$ cat config.mk
export PLATFORM = sky130hd
export DESIGN_NAME = packet_reassembler
export DESIGN_NICKNAME = d
export VERILOG_FILES = /design/src/rtl/packet_reassembler_pkg.sv /design/src/rtl/packet_reassembler_lowest_index_finder.sv /design/src/rtl/packet_reassembler.sv
export SDC_FILE = /design/constraint.sdc
export NUM_CORES = 2
export LEC_CHECK = 0
export BUFFER_PORTS_ARGS = -buffer_cell sky130_fd_sc_hd__clkbuf_2
export CAP_MARGIN = 20
export CORE_MARGIN = 4
export CORE_UTILIZATION = 55
export DETAILED_ROUTE_END_ITERATION = 10
export HOLD_SLACK_MARGIN = 0.08
export PLACE_DENSITY_LB_ADDON = 0.12
export SYNTH_ARGS = -nofsm -noshare
export SYNTH_HDL_FRONTEND = slang
export SYNTH_HIERARCHICAL = 1
export SYNTH_SLANG_ARGS = --single-unit
$ cat constraint.sdc
create_clock -name clk -period 5.7 [get_ports clk]
set_clock_uncertainty 0.1 [all_clocks]
set_input_delay 1.14 -clock clk [delete_from_list [all_inputs] [get_ports clk]]
set_output_delay 1.14 -clock clk [all_outputs]
set_load 0.01 [all_outputs]
$ cat src/rtl/packet_reassembler_pkg.sv
// Shared types for the packet reassembler: flit/packet payloads, slot element and drop reasons.
package packet_reassembler_pkg;

  localparam int unsigned FLIT_W            = 16;
  localparam int unsigned PACKET_ID_W       = 8;
  localparam int unsigned MAX_NUM_OF_FLIT   = 8;
  localparam int unsigned EXPIRE_TIME       = 100;
  localparam int unsigned DEFAULT_NUM_SLOTS = 4;
  localparam int unsigned STAT_W            = 16;
  localparam int unsigned TAIL_W            = $clog2(MAX_NUM_OF_FLIT);
  localparam int unsigned TIMER_W           = $clog2(EXPIRE_TIME);

  typedef logic [FLIT_W-1:0]      flit_t;
  typedef logic [PACKET_ID_W-1:0] packet_id_t;

  // One reassembly slot; buffer[0] holds the head flit, tail_index points at the last written flit.
  typedef struct packed {
    packet_id_t                        packet_id;
    flit_t [MAX_NUM_OF_FLIT-1:0]       buffer;
    logic  [TAIL_W-1:0]                tail_index;
    logic  [TIMER_W-1:0]               timer;
    logic                              is_complete;
  } packet_element_t;

  typedef enum logic [1:0] {
    DROP_NONE     = 2'd0,
    DROP_NO_SLOT  = 2'd1,
    DROP_NO_MATCH = 2'd2,
    DROP_OVERFLOW = 2'd3
  } drop_reason_t;

endpackage

$ cat src/rtl/packet_reassembler_lowest_index_finder.sv
// Priority encoder: index of the lowest set request bit plus a found flag.
module lowest_index_finder #(
  parameter int unsigned WIDTH = 4
) (
  input  logic [WIDTH-1:0]         req,
  output logic [$clog2(WIDTH)-1:0] idx_c,
  output logic                     found_c
);

  localparam int unsigned IDX_W = $clog2(WIDTH);

  // Scan from the top so the last hit written is the lowest index.
  always_comb begin
    found_c = 1'b0;
    idx_c   = '0;
    for (int i = int'(WIDTH) - 1; i >= 0; i--) begin
      if (req[i]) begin
        found_c = 1'b1;
        idx_c   = IDX_W'(i);
      end
    end
  end

endmodule

$ cat src/rtl/packet_reassembler.sv
// Reassembles flits into per-packet slots keyed by packet_id, delivers complete packets over
// valid/ready, and drops or expires stray traffic.
// Optional feature macro PACKET_REASSEMBLER_STATS_EN adds saturating drop/expire counters.
module packet_reassembler
  import packet_reassembler_pkg::*;
#(
  parameter int unsigned NUM_SLOTS = DEFAULT_NUM_SLOTS
) (
  input  logic            clk,
  input  logic            rst_n,
  input  logic            in_valid,
  input  flit_t           in_flit,
  input  packet_id_t      in_packet_id,
  input  logic            in_is_head,
  input  logic            in_is_tail,
  output logic            out_valid,
  input  logic            out_ready,
  output packet_element_t out_packet,
  output logic            drop_pulse,
  output drop_reason_t    drop_reason,
  output logic            expire_pulse
`ifdef PACKET_REASSEMBLER_STATS_EN
  ,
  output logic [STAT_W-1:0] drop_count,
  output logic [STAT_W-1:0] expire_count
`endif
);

  localparam int unsigned IDX_W = $clog2(NUM_SLOTS);

  packet_element_t      slots     [NUM_SLOTS];
  packet_element_t      slots_nxt [NUM_SLOTS];
  logic [NUM_SLOTS-1:0] occupied, occupied_nxt;
  logic [NUM_SLOTS-1:0] free_vec, done_vec;
  logic [IDX_W-1:0]     free_idx, done_idx, hit_idx, head_idx, sel_q;
  logic                 free_found, done_found, hit_found;
  logic [TAIL_W-1:0]    next_tail;
  logic                 drop_nxt, expire_nxt;
  drop_reason_t         reason_nxt;

  assign free_vec = ~occupied;

  lowest_index_finder #(.WIDTH(NUM_SLOTS)) u_free_finder (
    .req     (free_vec),
    .idx_c   (free_idx),
    .found_c (free_found)
  );

  lowest_index_finder #(.WIDTH(NUM_SLOTS)) u_done_finder (
    .req     (done_vec),
    .idx_c   (done_idx),
    .found_c (done_found)
  );

  // Find the filling slot that already owns the incoming packet id.
  always_comb begin
    hit_found = 1'b0;
    hit_idx   = '0;
    for (int i = int'(NUM_SLOTS) - 1; i >= 0; i--) begin
      if (occupied[i] && !slots[i].is_complete && slots[i].packet_id == in_packet_id) begin
        hit_found = 1'b1;
        hit_idx   = IDX_W'(i);
      end
    end
  end

  // Next slot state: ageing/expiry, handshake release, then the incoming flit (which wins over expiry).
  always_comb begin
    slots_nxt    = slots;
    occupied_nxt = occupied;
    drop_nxt     = 1'b0;
    reason_nxt   = DROP_NONE;
    expire_nxt   = 1'b0;
    head_idx     = hit_found ? hit_idx : free_idx;
    next_tail    = slots[hit_idx].tail_index + 1'b1;

    for (int unsigned i = 0; i < NUM_SLOTS; i++) begin
      if (occupied[i] && !slots[i].is_complete && !(in_valid && hit_found && hit_idx == IDX_W'(i))) begin
        if (slots[i].timer == TIMER_W'(EXPIRE_TIME - 1)) begin
          occupied_nxt[i] = 1'b0;
          expire_nxt      = 1'b1;
        end else begin
          slots_nxt[i].timer = slots[i].timer + 1'b1;
        end
      end
    end

    if (out_valid && out_ready) begin
      occupied_nxt[sel_q] = 1'b0;
    end

    if (in_valid) begin
      if (in_is_head) begin
        if (hit_found || free_found) begin
          slots_nxt[head_idx]             = '0;
          slots_nxt[head_idx].packet_id   = in_packet_id;
          slots_nxt[head_idx].buffer[0]   = in_flit;
          slots_nxt[head_idx].is_complete = in_is_tail;
          occupied_nxt[head_idx]          = 1'b1;
        end else begin
          drop_nxt   = 1'b1;
          reason_nxt = DROP_NO_SLOT;
        end
      end else if (!hit_found) begin
        drop_nxt   = 1'b1;
        reason_nxt = DROP_NO_MATCH;
      end else if (slots[hit_idx].tail_index == TAIL_W'(MAX_NUM_OF_FLIT - 1)) begin
        occupied_nxt[hit_idx] = 1'b0;
        drop_nxt              = 1'b1;
        reason_nxt            = DROP_OVERFLOW;
      end else begin
        slots_nxt[hit_idx].buffer[next_tail] = in_flit;
        slots_nxt[hit_idx].tail_index        = next_tail;
        slots_nxt[hit_idx].timer             = '0;
        slots_nxt[hit_idx].is_complete       = in_is_tail;
      end
    end
  end

  // Complete slots as they will stand after this edge, so a completing flit shows up one cycle later.
  always_comb begin
    done_vec = '0;
    for (int unsigned i = 0; i < NUM_SLOTS; i++) begin
      done_vec[i] = occupied_nxt[i] && slots_nxt[i].is_complete;
    end
  end

  // Slot storage and occupancy.
  always_ff @(posedge clk or negedge rst_n) begin
    if (!rst_n) begin
      occupied <= '0;
      for (int unsigned i = 0; i < NUM_SLOTS; i++) begin
        slots[i] <= '0;
      end
    end else begin
      occupied <= occupied_nxt;
      for (int unsigned i = 0; i < NUM_SLOTS; i++) begin
        slots[i] <= slots_nxt[i];
      end
    end
  end

  // Output port and pulses; the presented slot stays locked until it is accepted.
  always_ff @(posedge clk or negedge rst_n) begin
    if (!rst_n) begin
      out_valid    <= 1'b0;
      out_packet   <= '0;
      sel_q        <= '0;
      drop_pulse   <= 1'b0;
      drop_reason  <= DROP_NONE;
      expire_pulse <= 1'b0;
    end else begin
      drop_pulse   <= drop_nxt;
      drop_reason  <= reason_nxt;
      expire_pulse <= expire_nxt;
      if (!(out_valid && !out_ready)) begin
        out_valid  <= done_found;
        sel_q      <= done_idx;
        out_packet <= done_found ? slots_nxt[done_idx] : '0;
      end
    end
  end

`ifdef PACKET_REASSEMBLER_STATS_EN
  // Saturating event counters.
  always_ff @(posedge clk or negedge rst_n) begin
    if (!rst_n) begin
      drop_count   <= '0;
      expire_count <= '0;
    end else begin
      if (drop_pulse && drop_count != '1) begin
        drop_count <= drop_count + 1'b1;
      end
      if (expire_pulse && expire_count != '1) begin
        expire_count <= expire_count + 1'b1;
      end
    end
  end
`endif

endmodule

# Yosys cells after proc, flatten, opt, wreduce, memory -nomap -nowiden
# Index checks and enable logic that the tools add are counted.
[word_totals]
regBits = 746
in_bits = 30
output_inout_bits = 152
wordCells = 255
[classes]
addsub = 5
order_cmp = 13
eq_ne = 12
n_mux = 108
bitwise_logic = 11
n_reduce_logical = 40
[ops]
columns = ["op", "count"]
rows = [
  ["bitwise mux 588 bit", 7],
  ["2-to-1 mux 588 bit", 5],
  ["demux 147 bit (select 2 bit)", 8],
  ["2-to-1 mux 147 bit", 5],
  ["AND 588 bit", 1],
  ["binary-select mux 147 bit (select 2 bit)", 2],
  ["NOT 588 bit", 1],
  ["2-to-1 mux 139 bit", 1],
  ["2-to-1 mux 7 bit", 8],
  ["demux 16 bit (select 3 bit)", 1],
  ["2-to-1 mux 1 bit", 39],
  ["2-to-1 mux 2 bit", 17],
  ["2-to-1 mux 11 bit", 3],
  ["equality test 8 bit", 4],
  ["logical AND 1 bit", 29],
  ["adder 7 x 1 -> 7 bit, second input constant", 4],
  ["equality test 7 bit, second input constant", 4],
  ["2-to-1 mux 27 bit", 1],
  ["2-to-1 mux 4 bit", 6],
  ["2-to-1 mux 16 bit", 1],
  ["NOT 4 bit", 3],
  ["greater-or-equal comparator 3 bit, second input constant", 3],
  ["zero test 1 bit", 9],
  ["< comparator 2 x 3 -> 1 bit, second input constant", 3],
  ["15 further kinds", 24],
]

# Depth between registers and ports, before layout
[depth]
ltp_word = 36
mapped_depth = 27

# Hierarchy
# Netlist, hierarchy kept.
[by_module_without_submodules]
columns = ["module", "instances", "cells_per_inst", "area_each_um2", "seq_area_each_um2"]
rows = [
  ["packet_reassembler", 1, 3157, 34488.1, 18667.9],
  ["lowest_index_finder", 2, 7, 35.0, 0.0],
]

# Worst setup path before layout
# Ideal clock, no wire load.
[synth_timing]
path_kind = "input to register"
startpoint = "input port in_packet_id[4]"
endpoint = "register out_packet[78] (netlist bit)"
t_arrival_ps = 5916
required_ps = 5474
setup_slack_ps = -441
path_stages = 26
cell_sequence = "buf_4 > xor2_1 > nor4_2 > and3_1 > buf_4 > a31oi_4 > o22a_1 > buf_6 > nand2_1 > inv_2 > ha_1 > ha_1 > nor3_1 > nand2_1 > nand2_1 > mux2i_1 > nor2b_1 > nand2b_1 > a21oi_2 > clkbuf_1 > or2_2 > clkbuf_1 > clkbuf_1 > clkbuf_1 > o22ai_1 > a221o_1"
[synth_between]
elab_cells_between_ends = 120
[synth_rtl]
columns = ["element", "line", "source"]
rows = [
  ["start: declaration", "packet_reassembler.sv:13", "input packet_id_t in_packet_id,"],
  ["equality test 8 bit", "packet_reassembler.sv:60", "if (occupied[i] && !slots[i].is_complete && slots[i].packet_id == in_packet_id) begin"],
  ["logical AND 1 bit", "packet_reassembler.sv:60", ""],
  ["2-to-1 mux 2 bit or 2-to-1 mux 1 bit (tied branches) (4 in a row)", "packet_reassembler.sv:60", ""],
  ["2-to-1 mux 2 bit", "packet_reassembler.sv:74", "head_idx = hit_found ? hit_idx : free_idx;"],
  ["NOT 2 -> 3 bit (not written as such)", "-", ""],
  ["greater-or-equal comparator 3 bit (not written as such) or < comparator 3 x 1 -> 1 bit (tied branches)", "packet_reassembler.sv:95, packet_reassembler.sv:98", ""],
  ["logical AND 1 bit (not written as such)", "packet_reassembler.sv:95, packet_reassembler.sv:98", ""],
  ["2-to-1 mux 147 bit (not written as such)", "packet_reassembler.sv:95", "slots_nxt[head_idx] = '0;"],
  ["[9 not listed]", "-", ""],
  ["logical AND 1 bit (*)", "packet_reassembler.sv:124", "done_vec[i] = occupied_nxt[i] && slots_nxt[i].is_complete;"],
  ["via done_vec[2]", "packet_reassembler.sv:34", "logic [NUM_SLOTS-1:0] free_vec, done_vec;"],
  ["2-to-1 mux 2 bit (*) (3 in a row)", "packet_reassembler_lowest_index_finder.sv:17", "if (req[i]) begin"],
  ["via done_idx[0]", "packet_reassembler.sv:35", "logic [IDX_W-1:0] free_idx, done_idx, hit_idx, head_idx, sel_q;"],
  ["NOT 2 -> 3 bit (not written as such) (*)", "packet_reassembler.sv:159", "out_packet <= done_found ? slots_nxt[done_idx] : '0;"],
  ["binary-select mux 147 bit (select 2 bit) (*)", "packet_reassembler.sv:159", ""],
  ["2-to-1 mux 147 bit (not written as such) (*) (2 in a row)", "packet_reassembler.sv:159", ""],
  ["2-to-1 mux 147 bit (*)", "packet_reassembler.sv:159", ""],
  ["end signal: assignment", "packet_reassembler.sv:159", ""],
  ["end: declaration", "packet_reassembler.sv:18", "output packet_element_t out_packet,"],
]
# The timed path passes the listed nets; every way through them passes the cells marked *. The select of a mux whose other input is x is not followed.
# A chain may end at the register's enable or synchronous reset.

# Final worst setup path
[layout_timing]
startpoint = "input port in_packet_id[5]"
endpoint = "register out_packet[101] (netlist bit)"
[layout_between]
elab_cells_between_ends = 120
[layout_rtl]
columns = ["element", "line"]
rows = [
  ["equality test 8 bit", "packet_reassembler.sv:60"],
  ["logical AND 1 bit", "packet_reassembler.sv:60"],
  ["2-to-1 mux 2 bit or 2-to-1 mux 1 bit (tied branches) (4 in a row)", "packet_reassembler.sv:60"],
  ["2-to-1 mux 2 bit", "packet_reassembler.sv:74"],
  ["NOT 2 -> 3 bit (not written as such)", "-"],
  ["greater-or-equal comparator 3 bit (not written as such) or < comparator 3 x 1 -> 1 bit (tied branches)", "packet_reassembler.sv:95, packet_reassembler.sv:98"],
  ["logical AND 1 bit (not written as such)", "packet_reassembler.sv:95, packet_reassembler.sv:98"],
  ["2-to-1 mux 147 bit (not written as such)", "packet_reassembler.sv:95"],
  ["[9 not listed]", "-"],
  ["logical AND 1 bit (*)", "packet_reassembler.sv:124"],
  ["via done_vec[1]", "packet_reassembler.sv:34"],
  ["2-to-1 mux 2 bit (*) (2 in a row)", "packet_reassembler_lowest_index_finder.sv:17"],
  ["via done_idx[0]", "packet_reassembler.sv:35"],
  ["NOT 2 -> 3 bit (not written as such) (*)", "packet_reassembler.sv:159"],
  ["binary-select mux 147 bit (select 2 bit) (*)", "packet_reassembler.sv:159"],
  ["2-to-1 mux 147 bit (not written as such) (*) (2 in a row)", "packet_reassembler.sv:159"],
  ["2-to-1 mux 147 bit (*)", "packet_reassembler.sv:159"],
]
# Marks and branches as above.

==> impl_metrics.csv <==
group,metric,value,unit
grt,antenna_found_initial,0,
synth,yosysTopAreaCellShare,54.0,%
cells_and_area,fin_area,40100,sq um
min_path,hold_class,"flip-flop to flip-flop",
floorplan,initial_core_util,55.8,%
placed_design,placed_cell_area,37400,sq um
cts,clock-sinks,746,
grt,grt_usage,33.3,%
synth,yosysUniqueCellTypes,85,
synth,syn_avg_cell_area,10.9,sq um
critical_path,regToRegSetupSlack,0.66,ns
critical_path,start_kind,"primary input",
synth,ys.flop_type,"dfrtp_1",
cts,root_buffer,"clkbuf_16",
grt,grt_use_met3,6.09,%
timing,drv_slew,0,
timing,fmax,0.188,GHz
critical_path,path_cells,"clkbuf_2 -> xor2_1 -> nor4_2 -> and3_1 -> a31oi_4 -> o22a_2 -> nand2_1 -> inv_2 -> ha_1 -> ha_1 -> nor3_2 -> nand2_1 -> nand2_1 -> mux2i_1 -> nor3_1 -> inv_1 -> a21oi_4 -> buf_4 -> and3_1 -> nand2_1 -> o21ai_0 -> a221o_1",
synth,ys_seq_area_share,54.0,%
timing,hold_viol,0,
detailed_routing,drt_iter0_drc,2729,
placed_design,dp_slack,-0.268,ns
timing,fin_crit,5.33,ns
cts,cts_tree,"built",
critical_path,r2r_end,"out_packet[7]",
synth,synth_warnings,6,
grt,top_usage_layer,"met2",
placed_design,dpl.cell_count,4128,
placed_design,place.port_buffers,181,
critical_path,cp.required,6.17,ns
cts,clk_pin_slew,0.06,ns
placed_design,dpl.hpwl,71900,um
cts,cts_max_level,3,
detailed_routing,drt-wirelength-per-cell,26.3,um
run,maxCapViolCount,0,
outcome,status,"finished, final reports clean",
grt,grt_pass1_vias,27900,
detailed_routing,dr.pass1.iters,6,
timing,rsz0062_at_grt,"no",
synth,synthArstFlopShare,100,%
synth,yosys.area.top_type,"dfrtp_1",
detailed_routing,vias,27200,
min_path,whs_endpoint,"out_packet[91]",
cells_and_area,synthToLayoutAreaGrowth,15.9,%
timing,min_period_over_period,93.5,%
cts,clk_path_buf_depth,3,
critical_path,crit_path_end_kind,"flip-flop",
critical_path,critPathKind,"primary input to flip-flop",
cts,clk_latency,0.63,ns
critical_path,cp.arrival,5.80,ns
min_path,whs_path_depth,2,
cts,cts_hold_buffers,0,
floorplan,ioPinCount,182,
critical_path,cp_top_family,"simple AND/OR/NAND/NOR gates",
pwr,leakagePower,0.0197,uW
critical_path,cp_num_cells,22,
timing,worstMarginPinSlew,1.15,ns
synth,synth.most_common_cell,"dfrtp_1",
synth,synthCells,3171,
critical_path,r2r_start,"slots[586]",
floorplan,die_x,259,um
timing,setup_ws,0.372,ns
cells_and_area,stdcell_count,4272,
detailed_routing,drc,0,
cells_and_area,fillers,4976,
cts,post_cts_buffers,0,
cells_and_area,antenna_cells,0,
grt,overflow,0,
timing,maxSlewHeadroom,23.3,%
critical_path,reg2reg_depth,21,
floorplan,coreArea,61900,sq um
cells_and_area,drive_above_1_share,20.1,%
synth,syn_area,34600,sq um
pwr,p_per_area,447,nW/um^2
critical_path,slowest_stage,"and3_1",
synth,synth_edf_count,0,
timing,hold-worst-slack,0.372,ns
pwr,ir_worst_vdd,0.425,mV
grt,grt_util_met1,46.1,%
cells_and_area,layout.nets,3410,
critical_path,cpPeakStageDelay,0.48,ns
floorplan,fp.dieArea,66900,sq um
detailed_routing,vias_per_cell,6.36,
detailed_routing,ant_nets,0,
critical_path,worst-path-buf-inv,4,
floorplan,die_h,259,um
synth,synth.ff_latch_count,746,
placed_design,gp_congestion,0.962,
grt,use_met2,53.0,%
critical_path,cp_max_fo,9,
min_path,hp-start,"out_packet[91]",
synth,synthTopCellsByCount,"dfrtp_1 (746), nor2_1 (516), mux2i_1 (432)",
detailed_routing,routed_wl,113000,um
floorplan,rows,91,
synth,yosys-top-cells-area,"dfrtp_1 (54%), mux2i_1 (13%), nor2_1 (5.6%)",
timing,final-setup-viol-count,0,
cts,numCtsBuffers,80,
grt,grt_pass1_wl,172000,um
timing,fin_setup_tns,0,ns
grt,grt_max_degree,150,
synth,syn-num-nets,3207,
critical_path,cp_common_cell,"nand2_1",
==> worst reg2reg max path, delay by kind of cell (launching register included) <==
| family | cells | cell delay, ns |
|---|---|---|
| AO/OA/AOI/OAI | 4 | 0.64 |
| XOR/XNOR | 1 | 0.18 |
| adder cells (fa/ha/maj) | 2 | 0.40 |
| buffers and inverters | 2 | 0.37 |
| flip-flops | 1 | 0.39 |
| multiplexers | 1 | 0.19 |
| AND/OR/NAND/NOR | 11 | 2.64 |
==> power by group <==
| group | switching, uW | internal, uW | total (uW) |
|---|---|---|---|
| clock | 2200 | 3010 | 5210 |
| combinational | 3970 | 2280 | 6250 |
| sequential | 470 | 5990 | 6460 |
==> area by class of cell <==
class	instances	area, sq um	area share (%)
Timing Repair Buffer	391	2980	7.44
Multi-Input combinational cell	2133	14700	36.6
Tap cell	837	1050	2.61
Clock inverter	26	270	0.674
Clock buffer	117	2350	5.87
Inverter	22	85.1	0.212
Sequential cell	746	18700	46.6
==> how the worst max path moves through the flow <==
stage	end	start
floorplan	out_packet[16]	in_packet_id[4]
finish	out_packet[101]	in_packet_id[5]
detailed placement	out_packet[25]	in_packet_id[2]
global placement	out_packet[25]	in_packet_id[2]
CTS	out_packet[6]	in_packet_id[5]
global route	out_packet[13]	in_packet_id[7]
==> stage by stage <==
| stage | power, uW | util (%) |
|---|---|---|
| after global placement | 12500 | 60.4 |
| after CTS | 17900 | 64.6 |
| after detailed placement | 12700 | 60.4 |
| final | 17900 | 64.7 |
| after global routing | 18600 | 64.7 |
| after floorplan | 9800 | - |
==> timing repair <==
item	CTS	global route
setup endpoints to repair	0	27
resized for setup	0	1
endpoints found under the hold margin	0	0
==> layer usage <==
layer / vias to the layer above / share of wire (%) / wire, um
li1: 11700 / - / -
met1: 14000 / 42 / 47000
met2: 1229 / 47 / 52400
met3: 257 / 7.5 / 8490
met4: 0 / 4.1 / 4580
met5: - / 0 / 0
==> cell families after synthesis <==
kind of cell / count (synthesis) / share of synthesized area [%]
compound gates: 557 / 12.1
xor+xnor: 53 / 1.34
fa+ha+maj: 6 / 0.217
buf+inv: 292 / 3.79
flops: 746 / 54.0
mux: 537 / 16.2
simple gates: 980 / 12.3
==> registers in the layout, summed over array words and instances (netlist names) <==
| signal | cells |
|---|---|
| slots | 588 |
| out_packet | 147 |
| occupied | 4 |
| drop_reason | 2 |
| sel_q | 2 |
| drop_pulse | 1 |
| expire_pulse | 1 |
| out_valid | 1 |
==> cells in the final DEF (no fill, tap or decap), types with 13 or more instances in the layout <==
master	instances
nand3_1	37
nor2_1	514
mux2_2	96
clkbuf_16	81
buf_12	39
o211ai_1	49
clkbuf_8	19
o21a_1	14
nand2_1	264
a22oi_1	38
nand4_1	19
inv_1	20
buf_4	171
and3_1	18
o221ai_1	48
xor2_1	28
clkbuf_1	17
clkinv_2	16
nand2b_1	15
a221o_1	45
a32o_1	17
or3_1	13
nor3_1	20
dfrtp_1	746
o22ai_1	101
mux2i_1	432
clkbuf_2	180
a21oi_1	76
o21ai_0	76
xnor2_1	25
Power figures use the tool's default switching activity.
